### src/rtl/axi_tg_pkg.sv
// Shared types and constants for the AXI burst traffic generator:
// FSM state encoding, AXI response/burst codes, LFSR taps and a clog2 helper.
package axi_tg_pkg;

    typedef enum logic [2:0] {
        ST_IDLE    = 3'd0,
        ST_WR_ADDR = 3'd1,
        ST_WR_DATA = 3'd2,
        ST_WR_RESP = 3'd3,
        ST_RD_ADDR = 3'd4,
        ST_RD_DATA = 3'd5,
        ST_DONE    = 3'd6
    } tg_state_t;

    localparam logic [1:0]  AXI_RESP_OKAY  = 2'b00;
    localparam logic [1:0]  AXI_BURST_INCR = 2'b01;

    // Right-shifting Galois form of x^32 + x^22 + x^2 + x + 1.
    localparam logic [31:0] LFSR_TAPS      = 32'h8020_0003;

    function automatic int tg_clog2(input int value);
        int result;
        result = 0;
        for (int v = value - 1; v > 0; v = v >> 1) begin
            result++;
        end
        return result;
    endfunction

endpackage

### src/rtl/axi_tg_pattern_gen.sv
// Data pattern source: a counter starting at 1 or a Galois LFSR, reseeded by load,
// stepped by advance; the 32-bit word is replicated across the data bus.
module axi_tg_pattern_gen #(
    parameter int          DATA_WIDTH = 32,
    parameter logic [31:0] SEED       = 32'hACE1_0001
) (
    input  logic                  clk,
    input  logic                  rst_n,
    input  logic                  load,
    input  logic                  advance,
    input  logic                  mode,
    output logic [DATA_WIDTH-1:0] data
);
    import axi_tg_pkg::*;

    logic [31:0] count;
    logic [31:0] lfsr;
    logic [31:0] word;

    always_ff @(posedge clk or negedge rst_n) begin
        if (!rst_n) begin
            count <= 32'd1;
            lfsr  <= SEED;
        end else if (load) begin
            count <= 32'd1;
            lfsr  <= SEED;
        end else if (advance) begin
            count <= count + 32'd1;
            lfsr  <= {1'b0, lfsr[31:1]} ^ (lfsr[0] ? LFSR_TAPS : 32'd0);
        end
    end

    assign word = mode ? lfsr : count;
    assign data = {(DATA_WIDTH/32){word}};

endmodule

### src/rtl/axi_burst_traffic_gen.sv
// AXI4 master burst tester: on a start edge writes N INCR bursts of a selectable
// pattern, reads them back, and reports done, sticky error and a saturating error count.
module axi_burst_traffic_gen
    import axi_tg_pkg::*;
#(
    parameter logic [31:0] C_M_TARGET_SLAVE_BASE_ADDR = 32'h4000_0000,
    parameter int          C_M_AXI_ADDR_WIDTH         = 32,
    parameter int          C_M_AXI_DATA_WIDTH         = 32,
    parameter int          C_M_AXI_BURST_LEN          = 16,
    parameter int          C_NO_BURSTS_REQ            = 4,
    parameter logic [31:0] C_LFSR_SEED                = 32'hACE1_0001
) (
    input  logic                            ACLK,
    input  logic                            ARESETN,
    input  logic                            INIT_AXI_TXN,
    input  logic                            PATTERN_MODE,
    output logic                            TXN_DONE,
    output logic                            ERROR,
    output logic [15:0]                     ERR_COUNT,
    output logic                            BUSY,
    output logic [2:0]                      dbg_state,

    output logic                            M_AXI_AWID,
    output logic [C_M_AXI_ADDR_WIDTH-1:0]   M_AXI_AWADDR,
    output logic [7:0]                      M_AXI_AWLEN,
    output logic [2:0]                      M_AXI_AWSIZE,
    output logic [1:0]                      M_AXI_AWBURST,
    output logic                            M_AXI_AWLOCK,
    output logic [3:0]                      M_AXI_AWCACHE,
    output logic [2:0]                      M_AXI_AWPROT,
    output logic                            M_AXI_AWVALID,
    input  logic                            M_AXI_AWREADY,

    output logic [C_M_AXI_DATA_WIDTH-1:0]   M_AXI_WDATA,
    output logic [C_M_AXI_DATA_WIDTH/8-1:0] M_AXI_WSTRB,
    output logic                            M_AXI_WLAST,
    output logic                            M_AXI_WVALID,
    input  logic                            M_AXI_WREADY,

    input  logic [1:0]                      M_AXI_BRESP,
    input  logic                            M_AXI_BVALID,
    output logic                            M_AXI_BREADY,

    output logic                            M_AXI_ARID,
    output logic [C_M_AXI_ADDR_WIDTH-1:0]   M_AXI_ARADDR,
    output logic [7:0]                      M_AXI_ARLEN,
    output logic [2:0]                      M_AXI_ARSIZE,
    output logic [1:0]                      M_AXI_ARBURST,
    output logic                            M_AXI_ARLOCK,
    output logic [3:0]                      M_AXI_ARCACHE,
    output logic [2:0]                      M_AXI_ARPROT,
    output logic                            M_AXI_ARVALID,
    input  logic                            M_AXI_ARREADY,

    input  logic [C_M_AXI_DATA_WIDTH-1:0]   M_AXI_RDATA,
    input  logic [1:0]                      M_AXI_RRESP,
    input  logic                            M_AXI_RLAST,
    input  logic                            M_AXI_RVALID,
    output logic                            M_AXI_RREADY
);

    localparam int AW      = C_M_AXI_ADDR_WIDTH;
    localparam int DW      = C_M_AXI_DATA_WIDTH;
    localparam int BURST_W = tg_clog2(C_NO_BURSTS_REQ) + 1;

    localparam logic [AW-1:0]      BASE_ADDR   = AW'(C_M_TARGET_SLAVE_BASE_ADDR);
    localparam logic [AW-1:0]      BURST_BYTES = AW'(C_M_AXI_BURST_LEN * (DW / 8));
    localparam logic [7:0]         LAST_BEAT   = 8'(C_M_AXI_BURST_LEN - 1);
    localparam logic [BURST_W-1:0] LAST_BURST  = BURST_W'(C_NO_BURSTS_REQ - 1);

    tg_state_t          state;
    tg_state_t          next_state;
    logic               init_q;
    logic               start;
    logic [AW-1:0]      addr;
    logic [7:0]         beat_cnt;
    logic [BURST_W-1:0] burst_cnt;
    logic               mode_q;
    logic               done_q;
    logic               error_q;
    logic [15:0]        err_cnt;
    logic [1:0]         err_inc;
    logic [16:0]        err_sum;
    logic               last_beat;
    logic               last_burst;
    logic               w_fire;
    logic               b_fire;
    logic               r_fire;
    logic [DW-1:0]      wr_data;
    logic [DW-1:0]      exp_data;

    // Valid/ready contract: a VALID this block drives rises without looking at READY and
    // stays high with its payload frozen until the cycle where VALID && READY both sample high.
    assign start      = INIT_AXI_TXN && !init_q && (state == ST_IDLE || state == ST_DONE);
    assign last_beat  = (beat_cnt == LAST_BEAT);
    assign last_burst = (burst_cnt == LAST_BURST);
    assign w_fire     = M_AXI_WVALID && M_AXI_WREADY;
    assign b_fire     = M_AXI_BVALID && M_AXI_BREADY;
    assign r_fire     = M_AXI_RVALID && M_AXI_RREADY;

    always_ff @(posedge ACLK or negedge ARESETN) begin
        if (!ARESETN) begin
            state <= ST_IDLE;
        end else begin
            state <= next_state;
        end
    end

    always_comb begin
        next_state    = state;
        M_AXI_AWVALID = 1'b0;
        M_AXI_WVALID  = 1'b0;
        M_AXI_BREADY  = 1'b0;
        M_AXI_ARVALID = 1'b0;
        M_AXI_RREADY  = 1'b0;
        BUSY          = 1'b0;
        case (state)
            ST_IDLE: begin
                if (start) next_state = ST_WR_ADDR;
            end
            ST_WR_ADDR: begin
                M_AXI_AWVALID = 1'b1;
                BUSY          = 1'b1;
                if (M_AXI_AWREADY) next_state = ST_WR_DATA;
            end
            ST_WR_DATA: begin
                M_AXI_WVALID = 1'b1;
                BUSY         = 1'b1;
                if (M_AXI_WREADY && last_beat) next_state = ST_WR_RESP;
            end
            ST_WR_RESP: begin
                M_AXI_BREADY = 1'b1;
                BUSY         = 1'b1;
                if (M_AXI_BVALID) next_state = last_burst ? ST_RD_ADDR : ST_WR_ADDR;
            end
            ST_RD_ADDR: begin
                M_AXI_ARVALID = 1'b1;
                BUSY          = 1'b1;
                if (M_AXI_ARREADY) next_state = ST_RD_DATA;
            end
            ST_RD_DATA: begin
                M_AXI_RREADY = 1'b1;
                BUSY         = 1'b1;
                if (M_AXI_RVALID && last_beat) next_state = last_burst ? ST_DONE : ST_RD_ADDR;
            end
            ST_DONE: begin
                next_state = start ? ST_WR_ADDR : ST_IDLE;
            end
            default: next_state = ST_IDLE;
        endcase
    end

    // A beat can add two errors: bad data/response plus an RLAST that disagrees with the beat count.
    always_comb begin
        err_inc = 2'd0;
        if (b_fire && M_AXI_BRESP != AXI_RESP_OKAY) begin
            err_inc = 2'd1;
        end
        if (r_fire) begin
            err_inc = 2'({1'b0, (M_AXI_RDATA != exp_data) || (M_AXI_RRESP != AXI_RESP_OKAY)})
                    + 2'({1'b0, M_AXI_RLAST != last_beat});
        end
        err_sum = {1'b0, err_cnt} + {15'd0, err_inc};
    end

    always_ff @(posedge ACLK or negedge ARESETN) begin
        if (!ARESETN) begin
            init_q    <= 1'b0;
            addr      <= BASE_ADDR;
            beat_cnt  <= 8'd0;
            burst_cnt <= '0;
            mode_q    <= 1'b0;
            done_q    <= 1'b0;
            error_q   <= 1'b0;
            err_cnt   <= 16'd0;
        end else begin
            init_q <= INIT_AXI_TXN;
            if (start) begin
                addr      <= BASE_ADDR;
                beat_cnt  <= 8'd0;
                burst_cnt <= '0;
                mode_q    <= PATTERN_MODE;
                done_q    <= 1'b0;
                error_q   <= 1'b0;
                err_cnt   <= 16'd0;
            end else begin
                if (state == ST_DONE) done_q <= 1'b1;
                if (w_fire || r_fire) beat_cnt <= last_beat ? 8'd0 : beat_cnt + 8'd1;
                // The write pass wraps back to the base address so reads retrace the same bursts.
                if (b_fire || (r_fire && last_beat)) begin
                    if (last_burst) begin
                        burst_cnt <= '0;
                        addr      <= BASE_ADDR;
                    end else begin
                        burst_cnt <= burst_cnt + 1'b1;
                        addr      <= addr + BURST_BYTES;
                    end
                end
                if (err_inc != 2'd0) begin
                    error_q <= 1'b1;
                    err_cnt <= err_sum[16] ? 16'hFFFF : err_sum[15:0];
                end
            end
        end
    end

    axi_tg_pattern_gen #(.DATA_WIDTH(DW), .SEED(C_LFSR_SEED)) u_wr_pattern (
        .clk     (ACLK),
        .rst_n   (ARESETN),
        .load    (start),
        .advance (w_fire),
        .mode    (mode_q),
        .data    (wr_data)
    );

    axi_tg_pattern_gen #(.DATA_WIDTH(DW), .SEED(C_LFSR_SEED)) u_exp_pattern (
        .clk     (ACLK),
        .rst_n   (ARESETN),
        .load    (b_fire && last_burst),
        .advance (r_fire),
        .mode    (mode_q),
        .data    (exp_data)
    );

    assign TXN_DONE  = done_q || (state == ST_DONE);
    assign ERROR     = error_q;
    assign ERR_COUNT = err_cnt;
    assign dbg_state = state;

    assign M_AXI_AWID    = 1'b0;
    assign M_AXI_AWADDR  = addr;
    assign M_AXI_AWLEN   = LAST_BEAT;
    assign M_AXI_AWSIZE  = 3'(tg_clog2(DW / 8));
    assign M_AXI_AWBURST = AXI_BURST_INCR;
    assign M_AXI_AWLOCK  = 1'b0;
    assign M_AXI_AWCACHE = 4'd0;
    assign M_AXI_AWPROT  = 3'd0;
    assign M_AXI_WDATA   = wr_data;
    assign M_AXI_WSTRB   = '1;
    assign M_AXI_WLAST   = (state == ST_WR_DATA) && last_beat;

    assign M_AXI_ARID    = 1'b0;
    assign M_AXI_ARADDR  = addr;
    assign M_AXI_ARLEN   = LAST_BEAT;
    assign M_AXI_ARSIZE  = 3'(tg_clog2(DW / 8));
    assign M_AXI_ARBURST = AXI_BURST_INCR;
    assign M_AXI_ARLOCK  = 1'b0;
    assign M_AXI_ARCACHE = 4'd0;
    assign M_AXI_ARPROT  = 3'd0;

endmodule
### config.mk
export PLATFORM = sky130hd
export DESIGN_NAME = axi_burst_traffic_gen
export DESIGN_NICKNAME = d
export VERILOG_FILES = /design/src/rtl/axi_tg_pkg.sv /design/src/rtl/axi_tg_pattern_gen.sv /design/src/rtl/axi_burst_traffic_gen.sv
export SDC_FILE = /design/constraint.sdc
export NUM_CORES = 1
export LEC_CHECK = 0
export ABC_CLOCK_PERIOD_IN_PS = 5800
export BUFFER_PORTS_ARGS = -buffer_cell sky130_fd_sc_hd__buf_4
export CAP_MARGIN = 20
export CORE_ASPECT_RATIO = 1.4
export CORE_MARGIN = 8
export CORE_UTILIZATION = 30
export DETAILED_ROUTE_END_ITERATION = 10
export PLACE_DENSITY_LB_ADDON = 0.08
export SLEW_MARGIN = 20
export SYNTH_ARGS = -nofsm -noshare
export SYNTH_HDL_FRONTEND = slang
export SYNTH_SLANG_ARGS = --single-unit
### constraint.sdc
create_clock -name ACLK -period 5.8 [get_ports ACLK]
set_clock_uncertainty 0.15 [all_clocks]
set_input_delay 0.29 -clock ACLK [delete_from_list [all_inputs] [get_ports ACLK]]
set_output_delay 0.29 -clock ACLK [all_outputs]
set_load 0.01 [all_outputs]
Word level (Yosys, flattened, before mapping). Cells that the tools add are included.

Add/subtract/negate cells: 7. Eq/ne operators: 16. Mux-type cells: 46. Bitwise logic cells: 2. Reduce and logical (&&, ||, !) cells: 29.

Operators with widths (count): two-way mux 32 bit (15); adder 32 x 1 -> 32 bit (second input constant) (2); XOR 31 x 32 -> 32 bit (2); two-way mux 16 bit (3); adder 32 x 7 -> 32 bit (second input constant) (1); inequality test 32 bit (1); two-way mux 3 bit (10); two-way mux 8 bit (3); case mux 3 bit (7 select lines) (1); nonzero test 2 bit (9); adder 16 x 2 -> 17 bit (1); two-way mux 1 bit (12); inequality test 2 bit (second input constant) (6); logical AND 1 bit (11); equality test 3 x 2 -> 1 bit (second input constant) (3); equality test 3 bit (second input constant) (3); adder 8 x 1 -> 8 bit (second input constant) (1); equality test 8 x 4 -> 1 bit (second input constant) (1); AND reduction 6 bit (1); logical OR 1 bit (5); OR reduction 5 bit (1); two-way mux 2 bit (2); adder 3 x 1 -> 3 bit (second input constant) (1); equality test 3 x 1 -> 1 bit (second input constant) (1); 4 further kinds (4).

Flip-flop bits (word level): 194. Bits of input ports: 46. Output and inout bits: 172. Word-level logic and storage cells: 113.

Longest topological paths before layout. Gate-level depths: netlist of the first run.

Word-level depth: 10. Gate-level depth with buffers: 18. Depth with buffers taken out: 15.

Cells and area by module. From an unflattened synthesis of the first run, not the netlist that was laid out.

Cell total of the unflattened synthesis: 1181. Area total of the unflattened synthesis: 11189.5 µm².

By module, submodules not included: axi_tg_pattern_gen (instances 2, cells an instance 328, area each 3355.7 µm², seq. area each 1614.0 µm²); axi_burst_traffic_gen (instances 1, cells an instance 525, area each 4478.0 µm², seq. area each 1502.7 µm²).

Least setup slack after synthesis of the first run. Ideal clock, no wire load.

Path type: register to register. From: reg mode_q. To: reg err_cnt[2], in the netlist ERR_COUNT[2]. Library setup time: 0.086 ns. Data arrival time: 4.080 ns. Required time: 5.564 ns. Slack: 1.484 ns. Stages on the path, launching flop included: 19. Path buffers: 3. Period minus slack after synthesis: 4.316 ns. Path through: dfrtp_1 clkbuf_1 buf_1 mux2i_1 xor2_1 nand4_1 nor4_1 nand3_1 ha_1 nand2_1 o21ai_0 ha_1 inv_1 fa_1 or3_1 or3_1 clkbuf_1 and3_1 nor3_1.

Cells in the longest elaborated chain, start to end: 9. Elaborated cells on any way between the ends: 11. Those cells by class: 2 x add/sub; 1 x eq/ne; 5 x mux; 3 x reduce/logical.

RTL lines: start: declaration (RTL line axi_burst_traffic_gen.sv:78) `logic mode_q;`; start signal: assignment (RTL line axi_burst_traffic_gen.sv:172) `mode_q <= 1'b0;`; start signal: assignment (RTL line axi_burst_traffic_gen.sv:182) `mode_q <= PATTERN_MODE;`; two-way mux 32 bit (*) (RTL line axi_tg_pattern_gen.sv:33) `assign word = mode ? lfsr : count;`; inequality test 32 bit (*) (RTL line axi_burst_traffic_gen.sv:160) `err_inc = 2'({1'b0, (M_AXI_RDATA != exp_data) || (M_AXI_RRESP != AXI_RESP_OKAY)})`; logical OR 1 bit (*) (RTL line axi_burst_traffic_gen.sv:160); adder 1 x 1 -> 2 bit (*) (RTL line axi_burst_traffic_gen.sv:161) `+ 2'({1'b0, M_AXI_RLAST != last_beat});`; two-way mux 2 bit (*) (RTL line axi_burst_traffic_gen.sv:159) `if (r_fire) begin`; adder 16 x 2 -> 17 bit (RTL line axi_burst_traffic_gen.sv:163) `err_sum = {1'b0, err_cnt} + {15'd0, err_inc};`; two-way mux 16 bit (RTL line axi_burst_traffic_gen.sv:201) `err_cnt <= err_sum[16] ? 16'hFFFF : err_sum[15:0];`; two-way mux 16 bit (RTL line axi_burst_traffic_gen.sv:199) `if (err_inc != 2'd0) begin`; two-way mux 16 bit (RTL line axi_burst_traffic_gen.sv:178) `if (start) begin`; end signal: assignment (RTL line axi_burst_traffic_gen.sv:201); end: declaration (RTL line axi_burst_traffic_gen.sv:81) `logic [15:0] err_cnt;`.

Mark *: on every way between the ends. The rest lies on a longest branch, timed or not. The select of a mux whose other input is x is not followed. A chain may end at the register's enable or synchronous reset.

Final worst setup path of the first run.
From: reg mode_q. To: reg err_cnt[8], in the netlist ERR_COUNT[8].

Same word-level chain as after synthesis.

==> summary.md, run 1 <==
| Metric | Value |
|---|---|
| Vias in the first global route | 9,263 |
| Port-buffer cells | 157 |
| Slew margin rel. | 0.281 |
| Gpl congestion | 0.769 |
| Worst path max stage delay | 0.77 ns |
| Syn Std Cell Area | 11,000 um^2 |
| CTS sink count | 188 |
| FF-to-FF Start | mode_q |
| Worst Path Required | 5.99 ns |
| Synth Area per Inst | 9.03 um^2 |
| Max-Cap Viols | 0 |
| FF-to-FF End | ERR_COUNT[8] |
| Period utilization | 0.846 |
| CP endpoint kind | flip-flop |
| Sink of the worst hold path | dbg_state[0] |
| # nets final | 1,382 |
| Vias | 9,032 |
| Multi-input gate area | 5590 um^2 |
| Ys flop type | dfrtp_1 |
| Postcts setup bufs | 0 |
| Storage cell area | 4730 um^2 |
| Yosys warning count | 0 |
| Worst hold stages | 3 |
| Peak supply drop | 0.152 mV |
| EDFF count, synth | 0 |
| CP max FO | 33 |
| First-pass GRT wire length | 54.8 mm |
| Fraction of registers with async set/reset | 1.00 |
| Vias/cell | 5.00 |
| Arrival time worst endpoint | 5.09 ns |
| CTS tree | done |
| RSZ-0062 raised after global routing | no |
| Hold path start | M_AXI_WREADY |
| Post-Syn Instances | 1,218 |
| TritonCTS Buffers | 17 |
| Slew Viols, Final | 0 |
| Core ar. | 36,500 um^2 |
| Gr usage total | 0.161 |
| FF-to-FF setup slack | 0.89 ns |
| Vert. Die Dim | 243 um |
| Router iterations before antenna repair | 4 |
| Highest clock rate | 0.204 GHz |
| Detailed router's first-iteration violation count | 516 |
| Antenna Nets Post-Route | 0 |
| Clock Root Buffer | clkbuf_16 |
| Detailed Route WL | 34.4 mm |
| LEAKAGE | 5.71 nW |
| Largest net degree at the start of global routing | 114 |
| CP max stage cell | dfrtp_4 |
| Fin. Hold Viols | 0 |
| Worst Tran Pin Value | 1.07 ns |
| Ports | 218 |
| Clock Latency Late Sink | 0.45 ns |
| Hold WC Path Type | in -> reg |
| H-tree depth | 4 |
| DRC errors left | 0 |
| Rows | 83 |
| Wirelength per Cell | 19.0 um |
| Filler Cell Count | 3,776 |
| Setup violators final | 0 |
| Area Growth Syn to Fin | 17.6% |
| Outcome | complete, no violations |
| Starting density of the core | 0.302 |
| Minimum clock period | 4.91 ns |
| CP startpoint kind | flip-flop |
| Hold Slack | 0.0966 ns |
| Setup TNS | 0 ns |
| Design Area, Final | 12,900 um^2 |
| Placed cell area | 12,200 um^2 |
| Register bit count reported by yosys | 188 |
| Most frequent CP cell | ha_1 |
| Hpwl dp | 24.5 mm |
| Clock Tree Buf Depth | 2 |
| Congestion Overflow GR | 0 |
| Synth unique cells | 71 |
| Initial antenna violation count | 1 |
| Die width | 178 um |
| WS Path Type | reg -> reg |
| Seq/Total Area, Yosys | 0.430 |
| FF-to-FF path depth | 15 |
| Share of layout cells above drive strength 1 | 0.204 |
| Clk slew on worst S/H paths | 0.07 ns |
| Pwr Density | 325 nW/um^2 |
| Critical path, cell by cell | mux2i_1, xor2_1, nand4_1, nor4_1, nand3_1, ha_1, nand2_1, o21ai_0, ha_1, inv_1, fa_1, or3_1, o31ai_1, nor2_1, a311oi_1 |
| Die footprint | 43,100 um^2 |
## metrics by stage
stage,power [W],util,setup WS (ns),std cells
final,0.00420,0.355,0.895,1808
after CTS,0.00427,0.353,0.837,1805
after global routing,0.00446,0.355,0.386,1808
after global placement,0.00297,0.335,0.994,1768
after detailed placement,0.00298,0.335,0.857,1768
after floorplan,0.00253,-,1.48,1276
## worst max-delay path by stage
stage / startpoint / to / slack [ns]
after detailed placement: mode_q / ERR_COUNT[8] / 0.86
after floorplan: mode_q / ERR_COUNT[2] / 1.48
final: mode_q / ERR_COUNT[8] / 0.89
after global placement: mode_q / ERR_COUNT[8] / 0.99
after global routing: mode_q / ERR_COUNT[8] / 0.39
after CTS: mode_q / ERR_COUNT[8] / 0.84
## critical path, delay by kind of cell (launching register included)
kind                     cells  cell delay [ns]
AO/OA/AOI/OAI                3             1.07
XOR/XNOR                     1             0.17
adder cells (fa/ha/maj)      3             0.95
buffers and inverters        1             0.06
flip-flops                   1             0.77
multiplexers                 1             0.31
AND/OR/NAND/NOR              6             1.31
## layout make-up
| type | instances | area share |
|---|---|---|
| repair buffers | 175 | 0.106 |
| multi-input cells | 933 | 0.432 |
| clock inverters | 13 | 0.0128 |
| flip-flops and latches | 188 | 0.366 |
| diodes | 1 | 0.000194 |
| well taps | 467 | 0.0452 |
| clock buffers | 19 | 0.0343 |
| inverters | 12 | 0.00348 |
## power breakdown
| part | leakage, nW | switching, W | internal [W] |
|---|---|---|---|
| clock network | 0.286 | 0.000555 | 0.000694 |
| logic | 2.91 | 0.000639 | 0.000522 |
| registers | 2.51 | 0.000267 | 0.00152 |
## cell usage in the layout (no fill, tap or decap), types with 23 or more instances in the layout
cell and instances:
nor2_1 88, o21ai_0 47, mux2_2 30, nand2_1 188
a21oi_1 70, buf_4 167, conb_1 60, nor3_1 25
nand4_1 40, xor2_1 68, nand3_1 66, dfrtp_1 166
mux2i_1 32, xnor2_1 23
## layer usage
layer | share of wire | up-vias | global-route usage
li1 | - | 4350 | -
met1 | 0.41 | 4464 | 0.190
met2 | 0.53 | 190 | 0.287
met3 | 0.043 | 28 | 0.0296
met4 | 0.017 | 0 | 0.0533
met5 | 0 | - | 0
## cells in the mapped netlist, drive strengths merged, types with 23 or more instances
master,number,share of area
buf,106,0.067
nand4,40,0.023
xor2,68,0.054
nor2,91,0.032
nand2,189,0.065
dfrtp,167,0.38
mux2i,32,0.029
xnor2,23,0.018
clkbuf,37,0.013
a21oi,70,0.032
mux2,30,0.031
nand3,66,0.030
o21ai,50,0.023
nor3,26,0.012
## flip-flops by register name (all words and copies together) (netlist names), 3 cells and up
name,cells
u_wr_pattern.count,32
M_AXI_ARADDR,26
dbg_state,3
u_wr_pattern.lfsr,32
u_exp_pattern.lfsr,32
ERR_COUNT,16
u_exp_pattern.count,32
burst_cnt,3
beat_cnt,8
## kinds of logic (layout without fill, tap and decap cells)
| kind of cell | after synthesis | count (layout) | share of synthesized area |
|---|---|---|---|
| and+or+nand+nor | 511 | 511 | 0.229 |
| AOI/OAI and AO/OA | 200 | 200 | 0.113 |
| DFF | 188 | 188 | 0.430 |
| buffers and inverters | 155 | 219 | 0.0835 |
| xor gates and xnor gates | 91 | 91 | 0.0725 |
| muxes | 62 | 62 | 0.0599 |
| adders and majority gates | 9 | 9 | 0.0109 |
| other | 2 | 61 | 0.000683 |
## timing repair
action	4_1_cts	5_1_grt
hold endpoints to repair	108	0
gates resized for setup	0	0
setup endpoints to repair	0	0
hold buffers	5	0
No activity file was read; power rests on OpenSTA's default activity.
==> run 2: changes to the inputs <==
--- a/config.mk
+++ b/config.mk
@@ -5,7 +5,7 @@
 export SDC_FILE = /design/constraint.sdc
 export NUM_CORES = 1
 export LEC_CHECK = 0
-export ABC_CLOCK_PERIOD_IN_PS = 5800
+export ABC_CLOCK_PERIOD_IN_PS = 4200
 export BUFFER_PORTS_ARGS = -buffer_cell sky130_fd_sc_hd__buf_4
 export CAP_MARGIN = 20
 export CORE_ASPECT_RATIO = 1.4
==> constraint.sdc (replaced) <==
create_clock -name ACLK -period 4.2 [get_ports ACLK]
set_clock_uncertainty 0.15 [all_clocks]
set_input_delay 0.21 -clock ACLK [delete_from_list [all_inputs] [get_ports ACLK]]
set_output_delay 0.21 -clock ACLK [all_outputs]
set_load 0.01 [all_outputs]
==> run 2 against run 1 <==
Compared with the run above:
- combinational power increased by 63%
- cell count increased by 2.2%
- first-iteration DRC count decreased by 15%
- global-route usage about the same
- sequential share of layout area decreased by 1.3 points
- die area unchanged
- core utilization increased by 1.3 points
- total power increased by 41%
- register-to-register slack got worse by 0.76 ns
- count of clock-buffer cells in the layout decreased by 1
- wire length increased by 0.36%
- sequential cell count unchanged
- critical endpoint unchanged
- largest cell class unchanged
- highest routed layer unchanged
==> summary.md, run 2 (synthesis results as in run 1) <==
| Metric | Value |
|---|---|
| Rows | 83 (unchanged) |
| Flop pwr share | 0.399 (-0.027) |
| Port-buffer cells | 157 (unchanged) |
| Combinational share of power | 0.319 (+0.043) |
| Clock Power Share | 0.282 (-0.015) |
| Detailed Route WL | 34.6 mm (+0.36%) |
| Met3 Routed Length | 1.47 mm (-0.68%) |
| Pwr Density | 442 nW/um^2 (+36%) |
| CTS tree | done |
| Net Sw Frac | 0.355 (+0.00751) |
| Initial antenna violation count | 0 (-1) |
| CP max FO | 6 (-82%) |
| Hold WC Path Type | in -> reg |
| Detailed router's first-iteration violation count | 438 (-15%) |
| Clock Tree Buf Depth | 2 (unchanged) |
| Setup violators final | 0 (unchanged) |
| Share of layout cells above drive strength 1 | 0.246 (+0.0419) |
| CP max stage cell | dfrtp_4 |
| Worst path max stage delay | 0.54 ns (-0.23 ns) |
| Core ar. | 36,500 um^2 (unchanged) |
| Router iterations before antenna repair | 5 (+1) |
| Largest net degree at the start of global routing | 80 (-30%) |
| CTS sink count | 188 (unchanged) |
| Leading cell type in the layout, fill and taps excluded | buf_4 |
| Ant diodes | 0 (-1) |
| TritonCTS Buffers | 17 (unchanged) |
| NetSw | 0.00210 W (+44%) |
| Design Area, Final | 13,400 um^2 (+3.7%) |
| Final cell count without fillers | 1,847 (+2.2%) |
| Slew margin rel. | 0.390 (+0.109) |
| Minimum clock period | 4.07 ns (-0.839 ns) |
| Vias/cell | 4.96 (-0.71%) |
| Total power | 0.00592 W (+41%) |
| Placed cell area | 12,500 um^2 (+2.6%) |
| Die width | 178 um (unchanged) |
| Max-Cap Viols | 0 (unchanged) |
| Congestion Overflow GR | 0 (unchanged) |
| CP endpoint kind | flip-flop |
| Routed metal-1 wire length | 14.3 mm (+0.48%) |
| Worst Tran Pin Value | 0.907 ns (-0.166 ns) |
| Die footprint | 43,100 um^2 (unchanged) |
| Wirelength per Cell | 18.7 um (-1.8%) |
| Area Growth Syn to Fin | 21.9% |
| CP startpoint kind | flip-flop |
| Fin. Hold Viols | 0 (unchanged) |
| LEAKAGE | 5.93 nW (+3.9%) |
| Top Metal Used | met4 |
| Critical path, cell by cell | buf_6, clkbuf_16, mux2i_1, xor2_1, nand3_1, nor3_2, nand3_1, ha_1, nand2_1, o21ai_2, ha_2, inv_2, fa_2, or3_4, buf_6, o31ai_4, nor2_2, a311oi_2 |
| Outcome | complete, no violations |
| Commonest non-fill, non-tap cells in the layout | buf_4 (195), nand2_1 (188), dfrtp_1 (166) |
| P_int | 0.00382 W (+39%) |
| Period utilization | 0.968 (+0.122) |
| Vias | 9,161 (+1.4%) |
| Arrival time worst endpoint | 4.27 ns (-0.82 ns) |
| Clock Root Buffer | clkbuf_16 |
| DRC errors left | 0 (unchanged) |
| Gpl congestion | 0.818 (+6.3%) |
| Vias in the first global route | 9,333 (+0.76%) |
| Worst Path Required | 4.40 ns (-1.59 ns) |
| Gr usage total | 0.161 (about the same) |
| Antenna Nets Post-Route | 0 (unchanged) |
| Peak supply drop | 0.194 mV (+28%) |
| Slew Viols, Final | 0 (unchanged) |
| Clk slew on worst S/H paths | 0.08 ns (about the same) |
| WS Path Type | reg -> reg |
| Vert. Die Dim | 243 um (unchanged) |
| RSZ-0062 raised after global routing | yes |
| Highest clock rate | 0.246 GHz (+21%) |
| Clock Latency Late Sink | 0.45 ns (about the same) |
| Placed Instances | 1,805 (+2.1%) |
| Ports | 218 (unchanged) |
| H-tree depth | 4 (unchanged) |
| Starting density of the core | 0.302 (unchanged) |
| Hpwl dp | 25.1 mm (+2.5%) |
| Met2 wire len | 18.1 mm (-0.14%) |
| # nets final | 1,422 (+2.9%) |
| Filler Cell Count | 3,774 (-0.053%) |
| Util after Layout | 0.368 (+0.0130) |
| First-pass GRT wire length | 54.9 mm (+0.15%) |
[run 2: power groups by stage]
stage          Clock [W]  Combinational [W]  Sequential [W]
6_report         0.00167            0.00189         0.00236
5_1_grt          0.00180            0.00209         0.00241
4_1_cts          0.00174            0.00187         0.00236
3_5_place_dp           0            0.00183         0.00239
3_3_place_gp           0            0.00182         0.00239
2_1_floorplan          0            0.00118         0.00232
[run 2: path summary, 6_finish.rpt]
check	slack, ns	startpoint	depth (start not counted)	to
setup / recovery	0.13	mode_q	18	ERR_COUNT[8]
hold / removal	0.12	M_AXI_RVALID	5	dbg_state[0]
setup reg to reg	0.13	mode_q	18	ERR_COUNT[8]
hold reg to reg	0.35	u_wr_pattern.lfsr[31]	2	u_wr_pattern.lfsr[31]
max in group asynchronous	2.71	ARESETN	3	u_wr_pattern.lfsr[26]
min in group asynchronous	0.20	ARESETN	2	u_exp_pattern.count[8]
[run 2: timing repair]
action,4_1_cts,5_1_grt
pin swaps,8,14
setup buffers,1,1
endpoints found under the hold margin,70,0
endpoints found under the setup margin,15,15
gates cloned,0,2
hold buffers,6,0
resized for setup,12,27
[run 2: worst max-delay path: cells and delay by family, from the launching register on]
kind / cells / cell delay, ns
buffers and inverters: 4 / 0.49
flip-flops: 1 / 0.54
AO/OA/AOI/OAI: 3 / 0.55
multiplexers: 1 / 0.17
adder cells (fa/ha/maj): 3 / 0.88
XOR/XNOR: 1 / 0.17
AND/OR/NAND/NOR: 6 / 1.02
[run 2: per-layer routing]
metal,global-route usage,up-vias
met5,0,-
met4,0.0528,0
met3,0.0320,43
met2,0.283,197
met1,0.192,4476
li1,-,4445
[run 2: layout make-up]
type	count	area (um^2)	share of cell area
clock buffer	18	439	0.0328
clock inverter	14	148	0.0110
inverter	12	45.0	0.00336
multi-input combinational	934	5740	0.428
sequential	188	4730	0.353
tap	467	584	0.0436
timing repair buffer	214	1710	0.128
[run 2: metrics by stage]
stage               TNS (ns)  setup WS [ns]  hold slack, ns
finish                     0          0.134           0.119
global placement       -1.21         -0.158           0.156
floorplan                  0       0.000802          -0.236
global route          -0.553         -0.109           0.170
CTS                        0         0.0159          0.0937
detailed placement     -2.65         -0.248           0.153
==> run 3: changes to the inputs <==
--- a/config.mk
+++ b/config.mk
@@ -5,12 +5,13 @@
 export SDC_FILE = /design/constraint.sdc
 export NUM_CORES = 1
 export LEC_CHECK = 0
+export ABC_AREA = 1
 export ABC_CLOCK_PERIOD_IN_PS = 4200
 export BUFFER_PORTS_ARGS = -buffer_cell sky130_fd_sc_hd__buf_4
 export CAP_MARGIN = 20
 export CORE_ASPECT_RATIO = 1.4
 export CORE_MARGIN = 8
-export CORE_UTILIZATION = 30
+export CORE_UTILIZATION = 52
 export DETAILED_ROUTE_END_ITERATION = 10
 export PLACE_DENSITY_LB_ADDON = 0.08
 export SLEW_MARGIN = 20
==> run 3 against run 2 <==
Compared with the run above:
- maximum frequency increased by 4.7%
- die area shrank 34%
- count of clock-buffer cells in the layout rose by 1
- sequential power increased by 23%
- design area grew 3.6%
- via count up 25%
- register-to-register slack gained 0.18 ns
- area after synthesis grew 10%
- critical path type unchanged
- largest cell class unchanged
==> summary.md, run 3 <==
| Metric | Value |
|---|---|
| Outcome | complete, no violations |
| Commonest non-fill, non-tap cells in the layout | nand2_1 (507), inv_1 (226), nor2_1 (171), buf_4 (171), dfrtp_1 (166) |
| Congestion Overflow GR | 0 (unchanged) |
| Setup TNS | 0 ns (unchanged) |
| Arrival time worst endpoint | 4.09 ns (-0.18 ns) |
| Combinational share of power | 0.396 (+0.077) |
| Clock Tree Buf Depth | 2 (unchanged) |
| # nets final | 1,940 (+36%) |
| CTS sink count | 188 (unchanged) |
| Synth Area in Compound Gates | 0.114 (+0.00106) |
| Slew Viols, Final | 0 (unchanged) |
| Util after Layout | 0.603 (+0.235) |
| Period utilization | 0.925 (-0.0436) |
| Leading cell type in the layout, fill and taps excluded | nand2_1 |
| Die width | 145 um (-18%) |
| Die footprint | 28,500 um^2 (-34%) |
| H-tree depth | 4 (unchanged) |
| FF-to-FF End | ERR_COUNT[2] |
| FF-to-FF path depth | 21 (+3) |
| Detailed router's first-iteration violation count | 708 (+62%) |
| Pwr Density | 549 nW/um^2 (+24%) |
| Gr usage total | 0.238 (+0.0769) |
| Final cell count without fillers | 2,204 (+19%) |
| CTS tree | done |
| Fin. Hold Viols | 0 (unchanged) |
| Worst Path Required | 4.41 ns (about the same) |
| Filler Cell Count | 2,252 (-40%) |
| P_int | 0.00452 W (+18%) |
| Router iterations before antenna repair | 7 (+2) |
| Detailed Route WL | 34.0 mm (-1.5%) |
| Clock Power Share | 0.224 (-0.058) |
| Antenna Nets Post-Route | 0 (unchanged) |
| First-pass GRT wire length | 55.9 mm (+1.8%) |
| Port-buffer cells | 157 (unchanged) |
| Starting density of the core | 0.526 (+0.224) |
| Wirelength per Cell | 15.4 um (-17%) |
| FF-to-FF setup slack | 0.32 ns (+0.18 ns) |
| CP startpoint kind | flip-flop |
| Seq/Total Area, Yosys | 0.391 (-0.0396) |
| Post-synthesis xor/xnor area fraction | 0.0166 (-0.0559) |
| Rows | 66 (-20%) |
| Ys flop type | dfrtp_1 |
| Yosys warning count | 0 (unchanged) |
| Setup violators final | 0 (unchanged) |
| Biggest area consumer among synthesized cells | dfrtp_1 |
| Ant diodes | 0 (unchanged) |
| Net Sw Frac | 0.407 (+0.0521) |
| Vert. Die Dim | 197 um (-19%) |
| CP Capture Point | ERR_COUNT[2] |
| Minimum clock period | 3.88 ns (-0.183 ns) |
| NetSw | 0.00310 W (+48%) |
| Commonest cells post-synth | nand2_1 (510), inv_1 (227), nor2_1 (174) |
| Initial antenna violation count | 0 (unchanged) |
| EDFF count, synth | 0 (unchanged) |
| Flop pwr share | 0.381 (-0.018) |
| Clock Latency Late Sink | 0.44 ns (about the same) |
| Hpwl dp | 25.0 mm (-0.70%) |
| Vias | 11,500 (+25%) |
| Most common cell in the netlist | nand2_1 |
| Largest net degree at the start of global routing | 119 (+49%) |
| WS Path Type | reg -> reg |
| Vias in the first global route | 11,200 (+20%) |
| Simple-gate share of the synthesized area | 0.323 (+0.0938) |
| Fraction of registers with async set/reset | 1.00 (unchanged) |
| Peak supply drop | 0.318 mV (+64%) |
| Core ar. | 23,000 um^2 (-37%) |
| FF-to-FF Start | mode_q |
| Max-Cap Viols | 0 (unchanged) |
| Post-synth top area share | 0.345 (-0.0350) |
| Placed Instances | 2,165 (+20%) |
| Proportion of synthesized area in mux cells | 0 (-0.0599) |
| Post-synthesis adder-cell area fraction | 0.00992 (-0.00101) |
| Clock Root Buffer | clkbuf_16 |
| Crit. Startpoint | mode_q |
| Ports | 218 (unchanged) |
| Highest clock rate | 0.258 GHz (+4.7%) |
| Synth unique cells | 44 (-38%) |
| Register bit count reported by yosys | 188 (unchanged) |
| Area Growth Syn to Fin | 14.7% |
| Worst Tran Pin Value | 0.994 ns (+0.0872 ns) |
| CP endpoint kind | flip-flop |
| Synth Area per Inst | 6.86 um^2 (-24%) |
| CP max FO | 9 (+3) |
| Largest family of logic cells by synthesized area | simple AND/OR/NAND/NOR gates |
| Syn Std Cell Area | 12,100 um^2 (+10%) |
| Top post-synthesis cells by area | dfrtp_1 (35%), nand2_1 (16%), inv_1 (7.0%) |
| Hold WC Path Type | in -> reg |
| LEAKAGE | 7.06 nW (+19%) |
| TritonCTS Buffers | 17 (unchanged) |
| DRC errors left | 0 (unchanged) |
| Slew margin rel. | 0.337 (-0.0526) |
| Share of layout cells above drive strength 1 | 0.145 (-0.101) |
| Vias/cell | 5.21 (+5.1%) |
| Post-Syn Instances | 1,765 (+45%) |
| Clk slew on worst S/H paths | 0.07 ns (about the same) |
| Gpl congestion | 0.932 (+14%) |
[run 3: cell types whose count changed in the layout (fill, tap and decap cells not counted), moves of 50 or more]
cell / before / now
nand3_1: 66 / 118
xor2_1: 68 / 18
o21ai_0: 46 / 122
nor2_1: 87 / 171
nand2_1: 188 / 507
inv_1: 11 / 226
[run 3: final cells by class]
| cell class | instances | area, um^2 | area share |
|---|---|---|---|
| repair buffers | 178 | 1390 | 0.100 |
| clock inverters | 13 | 164 | 0.0118 |
| flip-flops and latches | 188 | 4730 | 0.341 |
| inverters | 235 | 886 | 0.0638 |
| clock buffers | 19 | 443 | 0.0319 |
| multi-input cells | 1265 | 5890 | 0.424 |
| well taps | 306 | 383 | 0.0276 |
[run 3: kinds of logic after synthesis]
group | count (synthesis)
flip-flops | 188
AO/OA/AOI/OAI | 253
buffers and inverters | 370
AND/OR/NAND/NOR | 920
XOR/XNOR | 23
adder cells (fa/ha/maj) | 9
other | 2
[run 3: power by group through the flow]
| stage | Combinational, W | Clock [W] | Sequential (W) |
|---|---|---|---|
| 2_1_floorplan | 0.00199 | 0 | 0.00282 |
| 3_3_place_gp | 0.00293 | 0 | 0.00291 |
| 3_5_place_dp | 0.00298 | 0 | 0.00292 |
| 4_1_cts | 0.00299 | 0.00174 | 0.00289 |
| 5_1_grt | 0.00342 | 0.00180 | 0.00297 |
| 6_report | 0.00301 | 0.00171 | 0.00290 |
[run 3: what timing repair did]
item | in CTS | in global routing
cloned | 0 | 1
gates resized for setup | 1 | 14
pin swaps | 0 | 2
hold buffers | 3 | 0
buffers inserted | 0 | 3
setup endpoints to repair | 1 | 16
hold endpoints to repair | 100 | 0
[run 3: how the worst min path moves through the flow]
stage                       from           end  slack (ns)  depth (start not counted)
detailed placement  INIT_AXI_TXN        init_q        0.18                          1
floorplan                ARESETN         ERROR       -0.24                          0
global route        M_AXI_BVALID  burst_cnt[2]        0.12                          4
global placement    INIT_AXI_TXN        init_q        0.18                          1
CTS                 M_AXI_BVALID  burst_cnt[2]        0.10                          4
finish              M_AXI_BVALID  burst_cnt[2]         0.1                          4
[run 3: critical path: stages, from the launching register on]
cell	delay [ns]
dfrtp_2	0.41
clkinvlp_4	0.18
clkbuf_16	0.21
buf_4	0.15
o21ai_0	0.19
or2_2	0.14
o211ai_1	0.08
nor2_1	0.12
nand3_1	0.14
ha_1	0.30
nand2_1	0.08
o21ai_4	0.11
ha_4	0.16
inv_1	0.04
fa_1	0.34
inv_1	0.08
nand2_2	0.08
nor3_4	0.24
nand3b_1	0.17
nor2_4	0.21
a21oi_1	0.06
o21ai_0	0.15
[run 3: per-stage QoR]
step / hold slack [ns] / setup slack, ns / area (um^2) / total power [W]
finish: 0.0952 / 0.317 / 13900 / 0.00762
global route: 0.125 / -0.00430 / 13900 / 0.00819
CTS: 0.100 / 0.147 / 13800 / 0.00762
detailed placement: 0.182 / 0.0345 / 13200 / 0.00589
global placement: 0.180 / 0.180 / 13200 / 0.00583
floorplan: -0.236 / 0.597 / 12300 / 0.00481
[run 3: layer usage]
| metal | vias up | track usage | share of wire |
|---|---|---|---|
| met2 | 302 | 0.435 | 0.53 |
| met5 | - | 0 | 0 |
| met4 | 0 | 0.0930 | 0.025 |
| met1 | 5403 | 0.277 | 0.41 |
| met3 | 67 | 0.0326 | 0.035 |
| li1 | 5714 | - | - |
